### src/rtl/shifter_sll_seq_pkg.sv
// Shared ALU definitions: function codes, shifter FSM encoding and datapath widths.
package shifter_sll_seq_pkg;

  localparam int WIDTH   = 32;
  localparam int SHAMT_W = 5;
  localparam int STAGE_W = 3;

  // ALU function codes carried on Signal
  localparam logic [5:0] SLL = 6'b000000;
  localparam logic [5:0] SRL = 6'b000010;
  localparam logic [5:0] ADD = 6'b100000;
  localparam logic [5:0] SUB = 6'b100010;
  localparam logic [5:0] SLT = 6'b101010;

  typedef enum logic [1:0] {
    IDLE  = 2'd0,
    SHIFT = 2'd1,
    DONE  = 2'd2
  } shiftStateE;

endpackage

### src/rtl/shifter_sll_seq_shift_stage_left.sv
// One barrel stage: shifts left by 2^stageIdx with zero fill when enabled.
module shift_stage_left
  import shifter_sll_seq_pkg::*;
(
  input  logic [WIDTH-1:0]   dataIn,
  input  logic               enable,
  input  logic [STAGE_W-1:0] stageIdx,
  output logic [WIDTH-1:0]   dataShifted
);

  logic [WIDTH-1:0] shiftedByStage [SHAMT_W];

  for (genvar gi = 0; gi < SHAMT_W; gi++) begin : gStage
    localparam int S = 2 ** gi;
    assign shiftedByStage[gi] = {dataIn[WIDTH-1-S:0], {S{1'b0}}};
  end

  always_comb begin
    dataShifted = dataIn;
    if (enable && (stageIdx < STAGE_W'(SHAMT_W))) begin
      dataShifted = shiftedByStage[stageIdx];
    end
  end

endmodule

### src/rtl/shifter_sll_seq.sv
// Multi-cycle SLL unit: one barrel stage per clock, fixed five-cycle latency.
module shifter_sll_seq
  import shifter_sll_seq_pkg::*;
(
  input  logic             clk,
  input  logic             reset,
  input  logic             start,
  input  logic [WIDTH-1:0] dataA,
  input  logic [WIDTH-1:0] dataB,
  input  logic [5:0]       Signal,
  output logic [WIDTH-1:0] dataOut,
  output logic             busy,
  output logic             done
);

  shiftStateE           stateReg, stateNext;
  logic [STAGE_W-1:0]   stageReg, stageNext;
  logic [WIDTH-1:0]     workReg, workNext;
  logic [SHAMT_W-1:0]   amtReg, amtNext;
  logic [5:0]           opReg, opNext;
  logic [WIDTH-1:0]     dataOutReg, dataOutNext;
  logic [WIDTH-1:0]     stageOut;
  logic                 unusedAmtBits;

  // Upper amount bits are architecturally ignored
  assign unusedAmtBits = ^dataB[WIDTH-1:SHAMT_W];

  shift_stage_left uStage (
    .dataIn      (workReg),
    .enable      (amtReg[stageReg]),
    .stageIdx    (stageReg),
    .dataShifted (stageOut)
  );

  always_ff @(posedge clk) begin
    if (reset) begin
      stateReg   <= IDLE;
      stageReg   <= '0;
      workReg    <= '0;
      amtReg     <= '0;
      opReg      <= '0;
      dataOutReg <= '0;
    end else begin
      stateReg   <= stateNext;
      stageReg   <= stageNext;
      workReg    <= workNext;
      amtReg     <= amtNext;
      opReg      <= opNext;
      dataOutReg <= dataOutNext;
    end
  end

  always_comb begin
    stateNext   = stateReg;
    stageNext   = stageReg;
    workNext    = workReg;
    amtNext     = amtReg;
    opNext      = opReg;
    dataOutNext = dataOutReg;
    case (stateReg)
      IDLE, DONE: begin
        if (start) begin
          workNext  = dataA;
          amtNext   = dataB[SHAMT_W-1:0];
          opNext    = Signal;
          stageNext = '0;
          stateNext = SHIFT;
        end else begin
          stateNext = IDLE;
        end
      end
      SHIFT: begin
        workNext = stageOut;
        // Last stage result goes straight to the output register
        if (stageReg == STAGE_W'(SHAMT_W - 1)) begin
          dataOutNext = (opReg == SLL) ? stageOut : '0;
          stageNext   = '0;
          stateNext   = DONE;
        end else begin
          stageNext = stageReg + STAGE_W'(1);
        end
      end
      default: stateNext = IDLE;
    endcase
  end

  assign dataOut = dataOutReg;
  assign busy    = (stateReg == SHIFT);
  assign done    = (stateReg == DONE);

endmodule

### config.mk
export PLATFORM = sky130hd
export DESIGN_NAME = shifter_sll_seq
export DESIGN_NICKNAME = d
export VERILOG_FILES = /design/src/rtl/shifter_sll_seq_pkg.sv /design/src/rtl/shifter_sll_seq_shift_stage_left.sv /design/src/rtl/shifter_sll_seq.sv
export SDC_FILE = /design/constraint.sdc
export NUM_CORES = 1
export LEC_CHECK = 0
export ABC_AREA = 0
export ABC_CLOCK_PERIOD_IN_PS = 2400
export BUFFER_PORTS_ARGS = -buffer_cell sky130_fd_sc_hd__buf_2
export CAP_MARGIN = 20
export CORE_ASPECT_RATIO = 1.75
export CORE_MARGIN = 4
export CORE_UTILIZATION = 54
export CTS_BUF_LIST = sky130_fd_sc_hd__clkbuf_16
export DETAILED_ROUTE_END_ITERATION = 10
export GPL_TIMING_DRIVEN = 1
export PLACE_DENSITY = 0.8
export SLEW_MARGIN = 20
export SYNTH_ARGS = -nofsm -noshare
export SYNTH_HDL_FRONTEND = slang
export SYNTH_SLANG_ARGS = --single-unit
### constraint.sdc
create_clock -name clk -period 2.4 [get_ports clk]
set_clock_uncertainty 0.05 [all_clocks]
set_input_delay 0.72 -clock clk [delete_from_list [all_inputs] [get_ports clk]]
set_output_delay 0.72 -clock clk [all_outputs]
set_load 0.005 [all_outputs]
[After elaboration in Yosys (flattened, before gate mapping)]
Cells that the tools add are included.
Storage, ports and cells
  bits in registers: 80
  latch bits: 0
  memory bits (writable): 0
  memory bits (read-only): 0
  input bits: 73
  output and inout port bits: 34
  memories kept: 0
Cells by class
  add/subtract/negate cells: 1
  multipliers: 0
  div/mod/pow operators: 0
  order comparisons: 3
  equality and inequality tests: 5
  shift-type cells: 0
  multiplexer cells: 15
  bitwise operators: 1
  reductions and logical operators: 8
Operator list (count)
  $mux W32: 5
  $bmux W32 S3: 1
  $pmux W32 S2: 1
  $logic_not A6 Y1: 1
  $mux W3: 2
  $pmux W3 S2: 1
  $reduce_and A2 Y1: 3
  $ge A4 B4 Y1 const B: 1
  $lt A3 B4 Y1 const B: 1
  $not A3 Y4: 1
  $pmux W2 S2: 1
  $add A3 B1 Y3 const B: 1
  $bmux W1 S3: 1
  $eq A3 B3 Y1 const B: 1
  $lt A3 B3 Y1 const B: 1
  $eq A2 B1 Y1 const B: 1
  $eq A2 B2 Y1 const B: 1
  $logic_not A2 Y1: 1
  $mux W1: 2
  $mux W2: 1
  $ne A2 B1 Y1 const B: 1
  $ne A2 B2 Y1 const B: 1
  $reduce_bool A2 Y1: 1
  $reduce_or A2 Y1: 1
  $logic_and A1 B1 Y1: 1

[Logic depth before layout (Yosys ltp)]
  depth in word-level cells: 6
  depth in mapped cells: 9
  mapped depth without buffers: 7

[Modules after synthesis]
A second synthesis with hierarchy kept.
Second synthesis, totals
  cells, all modules: 515
  area, all modules: 4315.4 um^2
Modules (own cells, without submodules)
  shifter_sll_seq: times used 1, cells an instance 338, area each 3029.2 um^2, sequential area each 1601.5 um^2
  shift_stage_left: times used 1, cells an instance 177, area each 1286.2 um^2, sequential area each 0.0 um^2

[Worst setup path after synthesis]
Ideal clock, no wire load.
  path type: input to register
  start point: in reset
  end point: reg dataOutReg[7], in the netlist dataOut[7]
  setup time: 0.059 ns
  arrival: 1.940 ns
  path slack: 0.351 ns
  stages on the path: 8
  path buffers: 3
  cells stage by stage: buf_6 -> or3b_1 -> buf_6 -> nor2_8 -> nand3_4 -> nor2_8 -> buf_6 -> a22o_1
RTL lines
  start, declared: line shifter_sll_seq.sv:6  | input logic reset,
  end signal, assigned: line shifter_sll_seq.sv:49  | dataOutReg <= dataOutNext;
  end, declared: line shifter_sll_seq.sv:21  | logic [WIDTH-1:0] dataOutReg, dataOutNext;

[Worst setup path after layout]
  start point: reg stateReg[0]
  end point: out busy
On the way
  longest elaborated chain between the ends: 1
RTL lines
  start, declared: line shifter_sll_seq.sv:16  | shiftStateE stateReg, stateNext;
  start signal, assigned: line shifter_sll_seq.sv:44  | stateReg <= stateNext;
  $eq A2 B1 Y1: line shifter_sll_seq.sv:88  | assign busy = (stateReg == SHIFT);
  end, declared: line shifter_sll_seq.sv:12  | output logic busy,
Every way passes these cells.

==> results.yml <==
outcome:
  status: "completed"
die:
  die_x_um: 76.4
  core_area_um2: 7960
  initial_utilization: 0.556
  die_y_um: 128
  ios: 107
  die_area_um2: 9760
  rows: 43
worst_setup_path:
  crit_arrival_ps: 1320
  crit_fanout: 13
  critPathKind: "reg -> out"
  crit_chain: "nand2b_1 > inv_2 > buf_2"
  slowest_stage: "dfxtp_1"
  path_delay_family: "flip-flops"
  cp_num_buf_inv: 2
  critPathMaxStageDelay_ps: 460
  required_ps: 1630
  cp-end-kind: "output port"
  startpoint_type: "flip-flop"
cts:
  tritoncts: "done"
  cts_setup_buffers: 0
  cts.clk_slew.worst_paths_ps: 60
  cts_max_path_buffers: 2
  cts_hold_buf: 0
  clk_latency_ps: 340
  htreeDepth: 3
  cts.sinks: 80
  clockRootBuffer: "clkbuf_16"
  ctsResizeCount: 0
  cts_buffers: 9
logic_synthesis:
  async_flop_share: 0
  netlist_instances: 480
  synth_fp_nets: 555
  synthTopCellsByArea: "dfxtp_1, mux2i_1, nand2_1"
  synthMuxAreaShare: 0.205
  synth_xor_area_frac: 0
  yosys.area.top_type_share: 0.362
  synth_simple_gate_area_frac: 0.131
  synth_top_family_by_area: "compound AO/OA/AOI/OAI gates"
  synth_edf_count: 0
  syn_area_um2: 4420
  syn_avg_cell_area_um2: 9.22
  ys_warn_count: 0
  synth_area_leader_cell: "dfxtp_1"
  synth_fa_ha_area_frac: 0.00566
  synth_ff_type: "dfxtp_1"
  seq_area_frac_synth: 0.362
  synth-compound-area-share: 0.238
  ys_types: 48
  ys_ff_latch: 80
route:
  firstDrtPassIters: 4
  via_per_inst: 6.10
  detail_route.wl_per_cell_um: 17.9
  vias: 3933
  drtAntennaViolNets: 0
  drc: 0
  drt_iter0_markers: 252
  wl_um: 11600
timing:
  max_slew.worst_pin.slew_ps: 593
  post-route-period-util: 0.871
  finalSetupViolCount: 0
  relSlewSlack: 0.603
  holdWs_ps: 399
  rsz0062_at_grt: "false"
  max_freq_ghz: 0.478
  fin_tns_setup_ps: 0
  min_period_ps: 2090
  slew_violations: 0
  finalHoldViolCount: 0
pwr:
  max-vdd-ir-drop_mv: 0.419
  p_leak_uw: 0.00218
  p_int_uw: 2520
  switching_power_uw: 917
  p_comb_frac: 0.152
  power_density_nw_per_um2: 666
  switching_share: 0.266
  p_seq_frac: 0.431
  pwr-share-clk: 0.417
grt:
  grt_pass1_vias: 3918
  grt_max_degree: 42
  antenna_found_initial: 0
  grt_overflow: 0
  grt_pass1_wl_um: 19400
  grt_usage: 0.247
placement:
  place_congestion: 0.963
  portBuffers: 79
  hpwl_um: 8380
final_layout:
  final_cell_mix: "dfxtp_1, buf_2, mux2i_1"
  antenna_cells: 0
  syn_to_final_growth_pct: 16.8
  final_nets: 625
  final_layout_size_suffix_gt1_frac: 0.259
flow_run:
  drv_cap: 0
hold_path:
  min_path_type: "reg -> reg"
## per-layer routing
metal	track usage	wire length (um)	vias up
li1	-	-	1905
met1	0.287	4690	1876
met2	0.430	5870	127
met3	0.0520	572	25
met4	0.117	412	0
met5	0	0	-
## kinds of logic after synthesis
| family | count (synthesis) |
|---|---|
| compound gates | 155 |
| simple gates | 119 |
| flops | 80 |
| mux | 79 |
| buf+inv | 45 |
| fa+ha+maj | 2 |
## synth_stat cells, types with 2 or more instances
master,instances
a211oi_2,2
buf_4,4
nor3_1,4
nand2b_1,4
and2_1,3
a22o_1,25
a21oi_1,37
clkbuf_1,18
dfxtp_1,80
o21ai_0,15
o21ai_1,12
o22ai_1,26
nor2_8,2
a31o_2,3
a21o_1,18
nand2_1,60
nor2b_1,3
a22oi_1,4
mux2i_1,67
nor2_1,24
a31oi_1,5
ha_1,2
buf_6,7
buf_2,10
buf_1,2
nand3_1,8
mux2_2,3
a211o_1,3
mux4_2,8
nand3b_1,3
## cell type report
cell class | count | area (um^2)
Clock buffer | 9 | 225
Clock inverter | 7 | 86.3
Fill cell | 689 | 2800
Inverter | 3 | 11.3
Multi-Input combinational cell | 355 | 2570
Sequential cell | 80 | 1600
Tap cell | 90 | 113
Timing Repair Buffer | 101 | 561
## final timing paths
path / cells past startpoint / startpoint / end / slack [ps]
setup / recovery: 3 / stateReg[0] / busy / 310
hold / removal: 2 / dataOut[19] / dataOut[19] / 400
hold reg to reg: 2 / dataOut[19] / dataOut[19] / 400
setup reg to reg: 6 / stageReg[0] / dataOut[17] / 400
## worst reg2reg max path, delay by kind of cell, from the launching register on
kind,cells,cell delay (ps)
compound gates,3,570
flops,1,430
mux,2,500
buf+inv,1,330
## per-stage QoR
stage          setup WS (ps)  cells  area (um^2)  power, uW   util
4_1_cts                  316    645         5170       3450  0.649
2_1_floorplan            351    480         4420       1880      -
5_1_grt                  234    645         5170       3590  0.649
3_5_place_dp             178    629         4860       2030  0.610
6_report                 309    645         5170       3440  0.649
3_3_place_gp             207    629         4860       2010  0.610
## power groups by stage
| stage | Clock (uW) | Combinational, uW | Sequential, uW |
|---|---|---|---|
| final | 1430 | 522 | 1480 |
| after floorplan | 0 | 411 | 1470 |
| after CTS | 1450 | 521 | 1480 |
| after global placement | 0 | 503 | 1510 |
| after global routing | 1520 | 574 | 1490 |
| after detailed placement | 0 | 516 | 1510 |
## flip-flops by register name, summed over array words and instances (netlist names)
signal / flops
amtReg: 5
dataOut: 32
opReg: 6
stageReg: 3
stateReg: 2
workReg: 32
Note: power is estimated with default switching activity, not from simulation.
